**src/rtl/ysyx_22051013_arb_pkg.sv**
```systemverilog
// Shared encodings and default widths for the IFU/LSU memory arbiter.
package ysyx_22051013_arb_pkg;

    localparam int unsigned ARB_ADDR_W      = 64;
    localparam int unsigned ARB_DATA_W      = 64;
    localparam int unsigned ARB_TIMEOUT_CYC = 255;

    typedef enum logic [1:0] {
        StIdle  = 2'd0,
        StReq   = 2'd1,
        StRsp   = 2'd2,
        StFlush = 2'd3
    } arb_state_e;

    typedef enum logic {
        OwnIf = 1'b0,
        OwnLs = 1'b1
    } arb_owner_e;

endpackage

```
**src/rtl/ysyx_22051013_arb_tmo.sv**
```systemverilog
// Response timeout counter: cleared on RSP entry, counts stalled RSP cycles, saturates at LIMIT.
module ysyx_22051013_arb_tmo #(
    parameter int unsigned LIMIT = 255
) (
    input  logic clk,
    input  logic rst,
    input  logic clr,
    input  logic en,
    output logic expired
);

    localparam int unsigned CNT_W = (LIMIT < 1) ? 1 : $clog2(LIMIT + 1);

    logic [CNT_W-1:0] cnt_q;

    assign expired = (cnt_q == CNT_W'(LIMIT));

    always_ff @(posedge clk) begin
        if (rst || clr) begin
            cnt_q <= '0;
        end else if (en && !expired) begin
            cnt_q <= cnt_q + 1'b1;
        end
    end

endmodule

```
**src/rtl/ysyx_22051013_mem_arb.sv**
```systemverilog
// Two-master (IFU/LSU) to one-slave memory arbiter, one transaction outstanding at a time.
// Optional response timeout with FLUSH state under YSYX_22051013_ARB_TIMEOUT_EN.
module ysyx_22051013_mem_arb
    import ysyx_22051013_arb_pkg::*;
#(
    parameter int unsigned ADDR_W      = ARB_ADDR_W,
    parameter int unsigned DATA_W      = ARB_DATA_W,
    parameter int unsigned TIMEOUT_CYC = ARB_TIMEOUT_CYC
) (
    input  logic                clk,
    input  logic                rst,
    input  logic                if_req_valid,
    input  logic [ADDR_W-1:0]   if_req_addr,
    output logic                if_req_ready,
    output logic                if_rsp_valid,
    output logic [DATA_W-1:0]   if_rsp_data,
    output logic                if_rsp_err,
    input  logic                ls_req_valid,
    input  logic [ADDR_W-1:0]   ls_req_addr,
    input  logic                ls_req_wen,
    input  logic [DATA_W-1:0]   ls_req_wdata,
    input  logic [DATA_W/8-1:0] ls_req_wstrb,
    output logic                ls_req_ready,
    output logic                ls_rsp_valid,
    output logic [DATA_W-1:0]   ls_rsp_data,
    output logic                ls_rsp_err,
    output logic                mem_req_valid,
    input  logic                mem_req_ready,
    output logic [ADDR_W-1:0]   mem_req_addr,
    output logic                mem_req_wen,
    output logic [DATA_W-1:0]   mem_req_wdata,
    output logic [DATA_W/8-1:0] mem_req_wstrb,
    input  logic                mem_rsp_valid,
    input  logic [DATA_W-1:0]   mem_rsp_data,
    input  logic                mem_rsp_err
);

    localparam int unsigned STRB_W = DATA_W / 8;

    arb_state_e        state_q, state_d;
    arb_owner_e        owner_q, owner_d;
    arb_owner_e        last_q, last_d;
    logic [ADDR_W-1:0] addr_q, addr_d;
    logic              wen_q, wen_d;
    logic [DATA_W-1:0] wdata_q, wdata_d;
    logic [STRB_W-1:0] wstrb_q, wstrb_d;

    logic              rsp_valid;
    logic [DATA_W-1:0] rsp_data;
    logic              rsp_err;
    logic              tmo_expired;

`ifdef YSYX_22051013_ARB_TIMEOUT_EN
    ysyx_22051013_arb_tmo #(
        .LIMIT (TIMEOUT_CYC)
    ) u_tmo (
        .clk     (clk),
        .rst     (rst),
        .clr     (state_q == StReq && mem_req_ready),
        .en      (state_q == StRsp && !mem_rsp_valid),
        .expired (tmo_expired)
    );
`else
    assign tmo_expired = 1'b0;
`endif

    always_comb begin
        state_d       = state_q;
        owner_d       = owner_q;
        last_d        = last_q;
        addr_d        = addr_q;
        wen_d         = wen_q;
        wdata_d       = wdata_q;
        wstrb_d       = wstrb_q;
        if_req_ready  = 1'b0;
        ls_req_ready  = 1'b0;
        mem_req_valid = 1'b0;
        mem_req_addr  = '0;
        mem_req_wen   = 1'b0;
        mem_req_wdata = '0;
        mem_req_wstrb = '0;
        rsp_valid     = 1'b0;
        rsp_data      = '0;
        rsp_err       = 1'b0;

        unique case (state_q)
            StIdle: begin
                // On contention, grant whichever master was not served last.
                if (ls_req_valid && (!if_req_valid || last_q == OwnIf)) begin
                    ls_req_ready = 1'b1;
                    owner_d      = OwnLs;
                    last_d       = OwnLs;
                    addr_d       = ls_req_addr;
                    wen_d        = ls_req_wen;
                    wdata_d      = ls_req_wdata;
                    wstrb_d      = ls_req_wstrb;
                    state_d      = StReq;
                end else if (if_req_valid) begin
                    if_req_ready = 1'b1;
                    owner_d      = OwnIf;
                    last_d       = OwnIf;
                    addr_d       = if_req_addr;
                    wen_d        = 1'b0;
                    wdata_d      = '0;
                    wstrb_d      = '0;
                    state_d      = StReq;
                end
            end
            StReq: begin
                mem_req_valid = 1'b1;
                mem_req_addr  = addr_q;
                mem_req_wen   = wen_q;
                mem_req_wdata = wdata_q;
                mem_req_wstrb = wstrb_q;
                if (mem_req_ready) state_d = StRsp;
            end
            StRsp: begin
                if (mem_rsp_valid) begin
                    rsp_valid = 1'b1;
                    rsp_data  = mem_rsp_data;
                    rsp_err   = mem_rsp_err;
                    state_d   = StIdle;
                end else if (tmo_expired) begin
                    rsp_valid = 1'b1;
                    rsp_err   = 1'b1;
                    state_d   = StFlush;
                end else begin
                    rsp_data = mem_rsp_data;
                    rsp_err  = mem_rsp_err;
                end
            end
            StFlush: begin
                if (mem_rsp_valid) state_d = StIdle;
            end
            default: state_d = StIdle;
        endcase

        // Outputs are silent during the reset cycle regardless of the state being left.
        if (rst) begin
            if_req_ready  = 1'b0;
            ls_req_ready  = 1'b0;
            mem_req_valid = 1'b0;
            mem_req_addr  = '0;
            mem_req_wen   = 1'b0;
            mem_req_wdata = '0;
            mem_req_wstrb = '0;
            rsp_valid     = 1'b0;
            rsp_data      = '0;
            rsp_err       = 1'b0;
        end
    end

    assign if_rsp_valid = rsp_valid && (owner_q == OwnIf);
    assign if_rsp_data  = (owner_q == OwnIf) ? rsp_data : '0;
    assign if_rsp_err   = rsp_err && (owner_q == OwnIf);
    assign ls_rsp_valid = rsp_valid && (owner_q == OwnLs);
    assign ls_rsp_data  = (owner_q == OwnLs) ? rsp_data : '0;
    assign ls_rsp_err   = rsp_err && (owner_q == OwnLs);

    always_ff @(posedge clk) begin
        if (rst) begin
            state_q <= StIdle;
            owner_q <= OwnIf;
            last_q  <= OwnIf;
            addr_q  <= '0;
            wen_q   <= 1'b0;
            wdata_q <= '0;
            wstrb_q <= '0;
        end else begin
            state_q <= state_d;
            owner_q <= owner_d;
            last_q  <= last_d;
            addr_q  <= addr_d;
            wen_q   <= wen_d;
            wdata_q <= wdata_d;
            wstrb_q <= wstrb_d;
        end
    end

endmodule

```
**config.mk**
```make
export PLATFORM = sky130hd
export DESIGN_NAME = ysyx_22051013_mem_arb
export DESIGN_NICKNAME = d
export VERILOG_FILES = /design/src/rtl/ysyx_22051013_arb_pkg.sv /design/src/rtl/ysyx_22051013_arb_tmo.sv /design/src/rtl/ysyx_22051013_mem_arb.sv
export SDC_FILE = /design/constraint.sdc
export NUM_CORES = 1
export LEC_CHECK = 0
export ABC_CLOCK_PERIOD_IN_PS = 1600
export CAP_MARGIN = 20
export CORE_AREA = 2 2 214 216
export CTS_BUF_LIST = sky130_fd_sc_hd__clkbuf_16
export DETAILED_ROUTE_END_ITERATION = 10
export DIE_AREA = 0 0 216 218
export GPL_TIMING_DRIVEN = 1
export PLACE_DENSITY_LB_ADDON = 0.05
export SLEW_MARGIN = 0
export SYNTH_ARGS = -nofsm -noshare
export SYNTH_HDL_FRONTEND = slang
export SYNTH_HIERARCHICAL = 1
export SYNTH_SLANG_ARGS = --single-unit
```
**constraint.sdc**
```tcl
create_clock -name clk -period 1.6 [get_ports clk]
set_clock_uncertainty 0.1 [all_clocks]
set_input_delay 0.32 -clock clk [delete_from_list [all_inputs] [get_ports clk]]
set_output_delay 0.32 -clock clk [all_outputs]
set_load 0.02 [all_outputs]
```
==> results of run 1 <==
-- metrics by stage --
step                      std cells  setup WS, ns  power [W]  area (um2)  TNS (ns)
after floorplan                 845    -0.0004854   0.005202        7654  -0.01942
after global placement         1964       -0.6906   0.006739       14100   -222.78
after detailed placement       1964       -0.6938   0.006749       14100   -226.84
after CTS                      1998       -0.7298    0.01103       14760   -193.70
after global routing           2021       -0.7773    0.01152       14980   -204.95
final                          2021       -0.6897    0.01093       14980   -165.71
-- cells by family after synthesis --
logic type | after synthesis
buffers and inverters | 89
and+or+nand+nor | 408
DFF | 140
AOI/OAI and AO/OA | 206
muxes | 2
-- layer usage --
layer  up-vias  wire, um  track usage [%]
met5         -        10                0
met4         2       553            3.607
met1      3891     15960            18.14
met3        32      3378            6.095
li1       4035         -                -
met2       310     20770            29.24
-- worst min path at each step --
| stage | to | cells past startpoint |
|---|---|---|
| floorplan | wdata_q[10] | 1 |
| global placement | wdata_q[40] | 1 |
| detailed placement | wdata_q[24] | 1 |
| CTS | state_q[1] | 3 |
| global route | addr_q[20] | 3 |
| finish | state_q[1] | 3 |
-- power breakdown --
group	switching [W]	total, W	internal (W)
sequential	0.000152	0.00397	0.00382
clock	0.00184	0.00417	0.00233
combinational	0.00123	0.00278	0.00155
-- state kept, by name, summed over array words and instances, names as in the netlist --
name and count:
addr_q 64, last_q 1, state_q 2, wdata_q 64, wen_q 1, wstrb_q 8
-- cell usage in the layout (no fill, tap or decap), types with 2 or more instances in the layout --
cell,synthesis,final
inv_8,0,2
and2_4,0,115
clkbuf_2,8,11
a22o_1,73,73
a21oi_1,65,64
a311oi_2,8,8
clkbuf_4,0,19
dfxtp_2,0,2
bufinv_16,0,2
dfxtp_1,140,137
dlygate4sd2_1,0,2
buf_4,14,120
buf_8,0,2
nor2_1,2,2
clkinv_2,0,2
inv_6,0,5
buf_12,0,40
inv_1,0,2
nand2_1,129,129
buf_6,1,129
and2_2,0,121
clkdlybuf4s50_1,0,270
a311oi_1,56,56
and2_1,270,34
clkdlybuf4s15_2,0,8
clkbuf_16,0,22
buf_2,47,25
-- area by class of cell --
type	count	area, um2
well taps	600	750.7
repair buffers	633	6462
clock buffers	17	425.4
clock inverters	15	160.2
fillers	4743	29910
flip-flops and latches	140	2809
multi-input cells	616	4377
-- critical path, stage by stage (launching register included) --
cell and delay, ns:
dfxtp_4 0.36, nor4b_4 0.32, buf_12 0.15, buf_12 0.12, and2_1 0.12, clkdlybuf4s15_1 0.33
-- repair_timing --
item,CTS,global route
setup endpoints to repair,410,410
buffers inserted,2,17
gates resized for setup,807,421
pin swaps,6,32
cloned,0,6
==> impl_metrics.tcl, run 1 <==
set metrics [dict create \
    area.growth.synth_to_final_pct 109.2 \
    synth_simple_gate_area_share_pct 31.68 \
    fin_util_pct 33.38 \
    post-dp-hpwl_mm 30.14 \
    cts_buffers 17 \
    cts-htree-levels 4 \
    synth_most_common_cell "and2_1" \
    holdBufCountCts 0 \
    wl_mm 40.67 \
    globalRouteTotalUtil_pct 16.24 \
    yosysUniqueCellTypes 27 \
    p_leak_nw 6.500 \
    yosysTopAreaCellShare_pct 39.12 \
    yosysSeqAreaShare_pct 39.12 \
    synthTopCellsByCount "and2_1, dfxtp_1, nand2_1, a22o_1, a21oi_1" \
    layout-drive-gt1-share_pct 45.60 \
    core-area_um2 44890 \
    worst_slack_ns -0.6897 \
    holdCritStartpoint "rst" \
    slew_headroom_pct 57.68 \
    p_per_area_nw_per_um2 729.2 \
    muxShareOfSynthArea_pct 0.2969 \
    cts_root_buffer "clkbuf_16" \
    grt_pass1_vias 8204 \
    synth_edf_count 0 \
    ir_drop_mv 0.5945 \
    clk_latency_ns 0.45 \
    wl_per_cell_um 20.12 \
    grt-ovfl-total 0 \
    drt_iter0_drc 253 \
    reg2regPathDepth 5 \
    synth_area_um2 7164 \
    synthFlopType "dfxtp_1" \
    die_y_um 218 \
    min_period_ns 2.290 \
    synth-xor-area-share_pct 0 \
    fin_crit_sh_pct 143.1 \
    cts.sinks 140 \
    hold_ws_ns 0.3252 \
    synthCells 845 \
    routabilityCongestion 0.8201 \
    grt_first_pass_wirelength_mm 56.72 \
    rows 78 \
    reg2reg_from "last_q" \
    finalSetupViolCount 409 \
    path_class "reg -> out" \
    tightest_slew_ns 0.6349 \
    startpoint "state_q[0]" \
    syn_avg_cell_area_um2 8.479 \
    rsz0062_at_grt "true" \
    yosys_warnings 6 \
    finalNetCount 1680 \
    ys_ff_latch 140 \
    cp_max_fo 6 \
    synthAdderAreaFrac_pct 0 \
    cts.clk_slew.worst_paths_ns 0.07 \
    grt_max_degree 46 \
    first_pass_iters 4 \
    vias 8270 \
    synth_compound_area_share_pct 22.44 \
    antenna_found_initial 1 \
    regToRegSetupSlack_ns -0.20 \
    die-area_um2 47090 \
    initial_core_util_pct 15.96 \
    antenna_cells 0 \
    synth_top_area_cell "dfxtp_1" \
    syn_nets 1117 \
    required_ns 1.18 \
    failed_checks "negative setup slack" \
    async_flop_share_pct 0 \
    critPathLaunchType "flop" \
    die_w_um 216 \
    synthTopCellsByArea "dfxtp_1, and2_1, a22o_1" \
    timing.fmax_mhz 436.7 \
    drcViolationCount 0 \
    report.final.hold_viol_count 0 \
    hp-class "in -> reg" \
    cts_tree "done" \
    max-cap-violations 0 \
    io_buffers 543 \
    ios 544 \
    cts_buffer_depth 2 \
    reg2reg_to "addr_q[21]" \
    ant_nets 0 \
    cp-end-kind "primary output" \
    cp.arrival_ns 1.87 \
    crit_path_end "if_rsp_data[5]" \
    status "complete, but fails checks" \
    synth_top_family_by_area "simple AND/OR/NAND/NOR gates" \
    vias_per_cell 4.092 \
    report.final.slew_viol_count 0 \
]
Note: power is estimated with default switching activity, not from simulation.
==> inputs of run 2 (changes only) <==
- PLACE_DENSITY_LB_ADDON: 0.05 -> 0.12
==> run 2 against run 1 <==
Against the previous run:
- the flow still finishes with violations (negative setup slack)
- clock-buffer cell count unchanged
- global-route usage decreased by 0.68 points
- worst setup slack improved by 0.029 ns
- die area unchanged
- first-iteration DRC count increased by 17%
- sequential share of layout area decreased by 0.33 points
- clock power about the same
- maximum frequency increased by 1.3%
- non-clock buffer count increased by 4
- total power increased by 0.93%
- register-to-register slack improved by 0.13 ns
- critical endpoint is now ls_rsp_data[55]
- highest routed layer unchanged
==> impl_metrics.tcl, run 2 (synthesis gave the netlist of run 1 again) <==
set metrics [dict create \
    status "complete, but fails checks" \
    failed_checks "negative setup slack" \
    crit_buf_inv 3 \
    layout_common_cells "clkdlybuf4s50_1, and2_4, buf_6" \
    timing.fmax_mhz 442.4 \
    globalRouteTotalUtil_pct 15.56 \
    cp-end-kind "primary output" \
    max-cap-violations 0 \
    fin_crit_sh_pct 141.3 \
    critPathLaunchType "flop" \
    cp.arrival_ns 1.84 \
    slowest_stage "dfxtp_4" \
    clk_latency_ns 0.44 \
    cts_tree "done" \
    die_w_um 216 \
    cts_buffers 17 \
    routabilityCongestion 0.8344 \
    rows 78 \
    critPathMaxStageDelay_ns 0.37 \
    cts_buffer_depth 2 \
    cts.sinks 140 \
    grt_pass1_vias 8105 \
    reg_top3 "addr_q: 64 flops, wdata_q: 64 flops, wstrb_q: 8 flops" \
    worst_slack_ns -0.6605 \
    ant_nets 0 \
    ios 544 \
    drt_iter0_drc 296 \
    finalNetCount 1684 \
    cp_max_fo 19 \
    cts-htree-levels 4 \
    grt_first_pass_wirelength_mm 54.54 \
    wl_per_cell_um 19.50 \
    io_buffers 543 \
    wl_mm 39.52 \
    report.final.slew_viol_count 0 \
    vias 8356 \
    path_class "reg -> out" \
    tightest_slew_ns 0.6989 \
    grt_max_degree 70 \
    layout-drive-gt1-share_pct 45.82 \
    first_pass_iters 4 \
    p_per_area_nw_per_um2 722.2 \
    cpMostUsedCell "buf_12" \
    hp-class "in -> reg" \
    holdBufCountCts 0 \
    fin_util_pct 34.01 \
    dp.cells 1960 \
    finalNonFillerCells 2027 \
    path_cells "and4bb_2, buf_12, buf_12, and2_4, clkdlybuf4s15_2" \
    min_period_ns 2.261 \
    report.final.hold_viol_count 0 \
    die-area_um2 47090 \
    antenna_found_initial 4 \
    required_ns 1.18 \
    ir_drop_mv 0.6147 \
    slew_headroom_pct 53.41 \
    nFillCells 4673 \
    initial_core_util_pct 15.96 \
    cts.clk_slew.worst_paths_ns 0.07 \
    vias_per_cell 4.122 \
    cts_root_buffer "clkbuf_16" \
    post-dp-hpwl_mm 28.28 \
    crit_family "buffers and inverters" \
    final_common_cell "clkdlybuf4s50_1" \
    rsz0062_at_grt "true" \
    core-area_um2 44890 \
    area.growth.synth_to_final_pct 113.1 \
    drcViolationCount 0 \
    power_w 0.01103 \
    die_y_um 218 \
    p_leak_nw 6.597 \
    finalSetupViolCount 382 \
    hold_ws_ns 0.3456 \
    grt-ovfl-total 0 \
]
## run 2: cell type report
| cell class | instances | area (um2) | share of cell area (%) |
|---|---|---|---|
| flip-flops and latches | 140 | 2811 | 18.41 |
| repair buffers | 637 | 6685 | 43.78 |
| diodes | 2 | 5.005 | 0.03278 |
| multi-input cells | 616 | 4431 | 29.02 |
| clock buffers | 17 | 425.4 | 2.786 |
| clock inverters | 15 | 161.4 | 1.057 |
| well taps | 600 | 750.7 | 4.916 |
## run 2: path summary, 6_finish.rpt
path                                     start         endpoint  slack (ns)  cells after the start
worst max register to register      state_q[0]       addr_q[17]       -0.07                      7
worst max-delay path                state_q[0]  ls_rsp_data[55]       -0.66                      5
worst min-delay path            if_req_addr[0]        addr_q[0]        0.35                      3
worst min register to register     wdata_q[57]      wdata_q[57]        0.37                      1
## run 2: report_power, final
part,switching (W),internal (W)
Sequential,0.000172,0.00382
Combinational,0.00125,0.00164
Clock,0.00182,0.00233
Total,0.00324,0.00779
## run 2: worst reg2reg max path, cell delays in order (launching register included)
cell      delay [ns]
dfxtp_4         0.37
buf_6           0.13
nor2_4          0.13
buf_6           0.11
buf_4           0.10
buf_12          0.21
a21oi_1         0.15
a311oi_1        0.26
## run 2: routing by layer
layer,global-route usage [%],up-vias,share of wire [%]
met5,0,-,0.063
met4,5.411,4,2.2
met3,5.286,38,7.7
met2,28.09,325,51
met1,16.93,3941,39
li1,-,4048,-
## run 2: metrics by stage
step                instance area [um2]  setup TNS (ns)  worst slack [ns]
floorplan                          7654        -0.01942        -0.0004854
global placement                  14110         -247.38           -0.7489
detailed placement                14110         -250.86           -0.7374
CTS                               14900         -184.28           -0.7236
global route                      15270         -193.10           -0.7553
finish                            15270         -160.36           -0.6605
## run 2: repair_timing
action / CTS / global route
endpoints found under the setup margin: 394 / 410
pin swaps: 26 / 40
gates resized for setup: 1004 / 441
cloned: 5 / 9
setup buffers: 8 / 11
==> inputs of run 3 (changes only) <==
- ABC_CLOCK_PERIOD_IN_PS: 1600 -> 2800
- clock period: 1.6 -> 2.8 ns (I/O delays scaled with it)
==> run 3 against run 2 <==
Against the previous run:
- the flow now finishes without violations
- combinational power shrank 54%
- non-clock buffer count shrank 61
- via count shrank 4.3%
- cell area shrank 11%
- sequential power shrank 43%
- worst setup slack gained 0.76 ns
- total power shrank 44%
- first-iteration DRC count shrank 8.8%
- routed wire length shrank 4.7%
- worst hold slack gained 0.018 ns
- clock-buffer cell count is the same
- critical path type unchanged
==> impl_metrics.tcl, run 3 (synthesis gave the netlist of run 1 again) <==
set metrics [dict create \
    status "completed" \
    seqCellArea_um2 2805 \
    first_pass_iters 4 \
    drt_iter0_drc 270 \
    totalNegativeSetupSlack_ns 0 \
    required_ns 2.14 \
    holdBufCountCts 0 \
    timing.fmax_mhz 370.5 \
    finalNetCount 1623 \
    fin_util_pct 30.34 \
    cts-htree-levels 4 \
    rsz0062_at_grt "true" \
    place_ws_ns -0.05658 \
    hp-class "reg -> reg" \
    cts_buffers 17 \
    ant_nets 0 \
    p_leak_nw 6.203 \
    layout-drive-gt1-share_pct 9.384 \
    cp.arrival_ns 2.04 \
    final_common_cell "clkdlybuf4s50_1" \
    nFillCells 4868 \
    rows 78 \
    initial_core_util_pct 15.96 \
    die-area_um2 47090 \
    report.final.slew_viol_count 0 \
    ios 544 \
    vias 7993 \
    ir_drop_mv 0.3930 \
    tightest_slew_ns 0.6678 \
    power_w 0.006189 \
    drcViolationCount 0 \
    multi_input_area_um2 3938 \
    max-cap-violations 0 \
    cts.clk_slew.worst_paths_ns 0.07 \
    slew_headroom_pct 55.48 \
    path_class "reg -> out" \
    core-area_um2 44890 \
    finalSetupViolCount 0 \
    die_y_um 218 \
    critPathLaunchType "flop" \
    cts_buffer_depth 2 \
    grt_pass1_vias 7968 \
    cts_tree "done" \
    vias_per_cell 4.061 \
    report.final.hold_viol_count 0 \
    cts_root_buffer "clkbuf_16" \
    reg_top3 "addr_q: 64 flops, wdata_q: 64 flops, wstrb_q: 8 flops" \
    worst_slack_ns 0.1012 \
    fin_crit_sh_pct 96.39 \
    routabilityCongestion 0.7949 \
    wl_mm 37.66 \
    grt_first_pass_wirelength_mm 53.69 \
    die_w_um 216 \
    min_period_ns 2.699 \
    area.growth.synth_to_final_pct 90.10 \
    post-dp-hpwl_mm 27.91 \
    cp_max_fo 66 \
    grt-ovfl-total 0 \
    cts.sinks 140 \
    globalRouteTotalUtil_pct 15.56 \
    p_per_area_nw_per_um2 454.4 \
    layout_common_cells "clkdlybuf4s50_1, and2_1, dlygate4sd2_1" \
    grt_max_degree 75 \
    io_buffers 543 \
    clk_latency_ns 0.47 \
    post-cts-setup-buffers 0 \
    wl_per_cell_um 19.14 \
    antenna_found_initial 7 \
    cp-end-kind "primary output" \
]
run 3: report_power, final:
part           internal, W  total [W]  switching [W]
registers          0.00218    0.00227      0.0000863
clock network      0.00158    0.00258        0.00100
logic             0.000697    0.00134       0.000643
total              0.00446    0.00619        0.00173
run 3: layout make-up:
cell class | count | share of cell area (%)
clock buffers | 17 | 3.124
diodes | 4 | 0.07350
multi-input cells | 616 | 28.91
well taps | 600 | 5.512
repair buffers | 576 | 40.16
flip-flops and latches | 140 | 20.60
clock inverters | 15 | 1.626
run 3: critical path, cell delays in order (launching register included):
cell           delay, ns
dfxtp_2             0.42
nor4b_4             0.27
buf_12              0.27
and2_1              0.16
dlygate4sd2_1       0.39
run 3: repair_timing:
item / in CTS / in global routing
hold endpoints to repair: 0 / 0
resized for setup: 259 / 76
setup endpoints to repair: 247 / 57
run 3: layer usage:
layer  up-vias  part of all wire (%)  global-route usage [%]
met5         -                 0.056                       0
met4         4                   1.8                   6.027
met3        37                   9.2                   6.597
met2       332                    50                   27.11
met1      3686                    39                   16.67
li1       3934                     -                       -
run 3: path summary, 6_finish.rpt:
path / start / endpoint / slack (ns) / depth (start not counted)
hold / removal: wdata_q[7] / wdata_q[7] / 0.36 / 1
hold reg to reg: wdata_q[7] / wdata_q[7] / 0.36 / 1
setup / recovery: state_q[1] / if_rsp_data[32] / 0.10 / 4
setup reg to reg: last_q / wdata_q[60] / 0.92 / 5
run 3: per-stage QoR:
step / hold WS, ns / cells / cell area [um2]
2_1_floorplan: 0.3339 / 845 / 7164
6_report: 0.3640 / 1968 / 13620
4_1_cts: 0.3692 / 1964 / 13610
3_3_place_gp: 0.3479 / 1932 / 13260
5_1_grt: 0.3780 / 1968 / 13620
3_5_place_dp: 0.3463 / 1932 / 13260
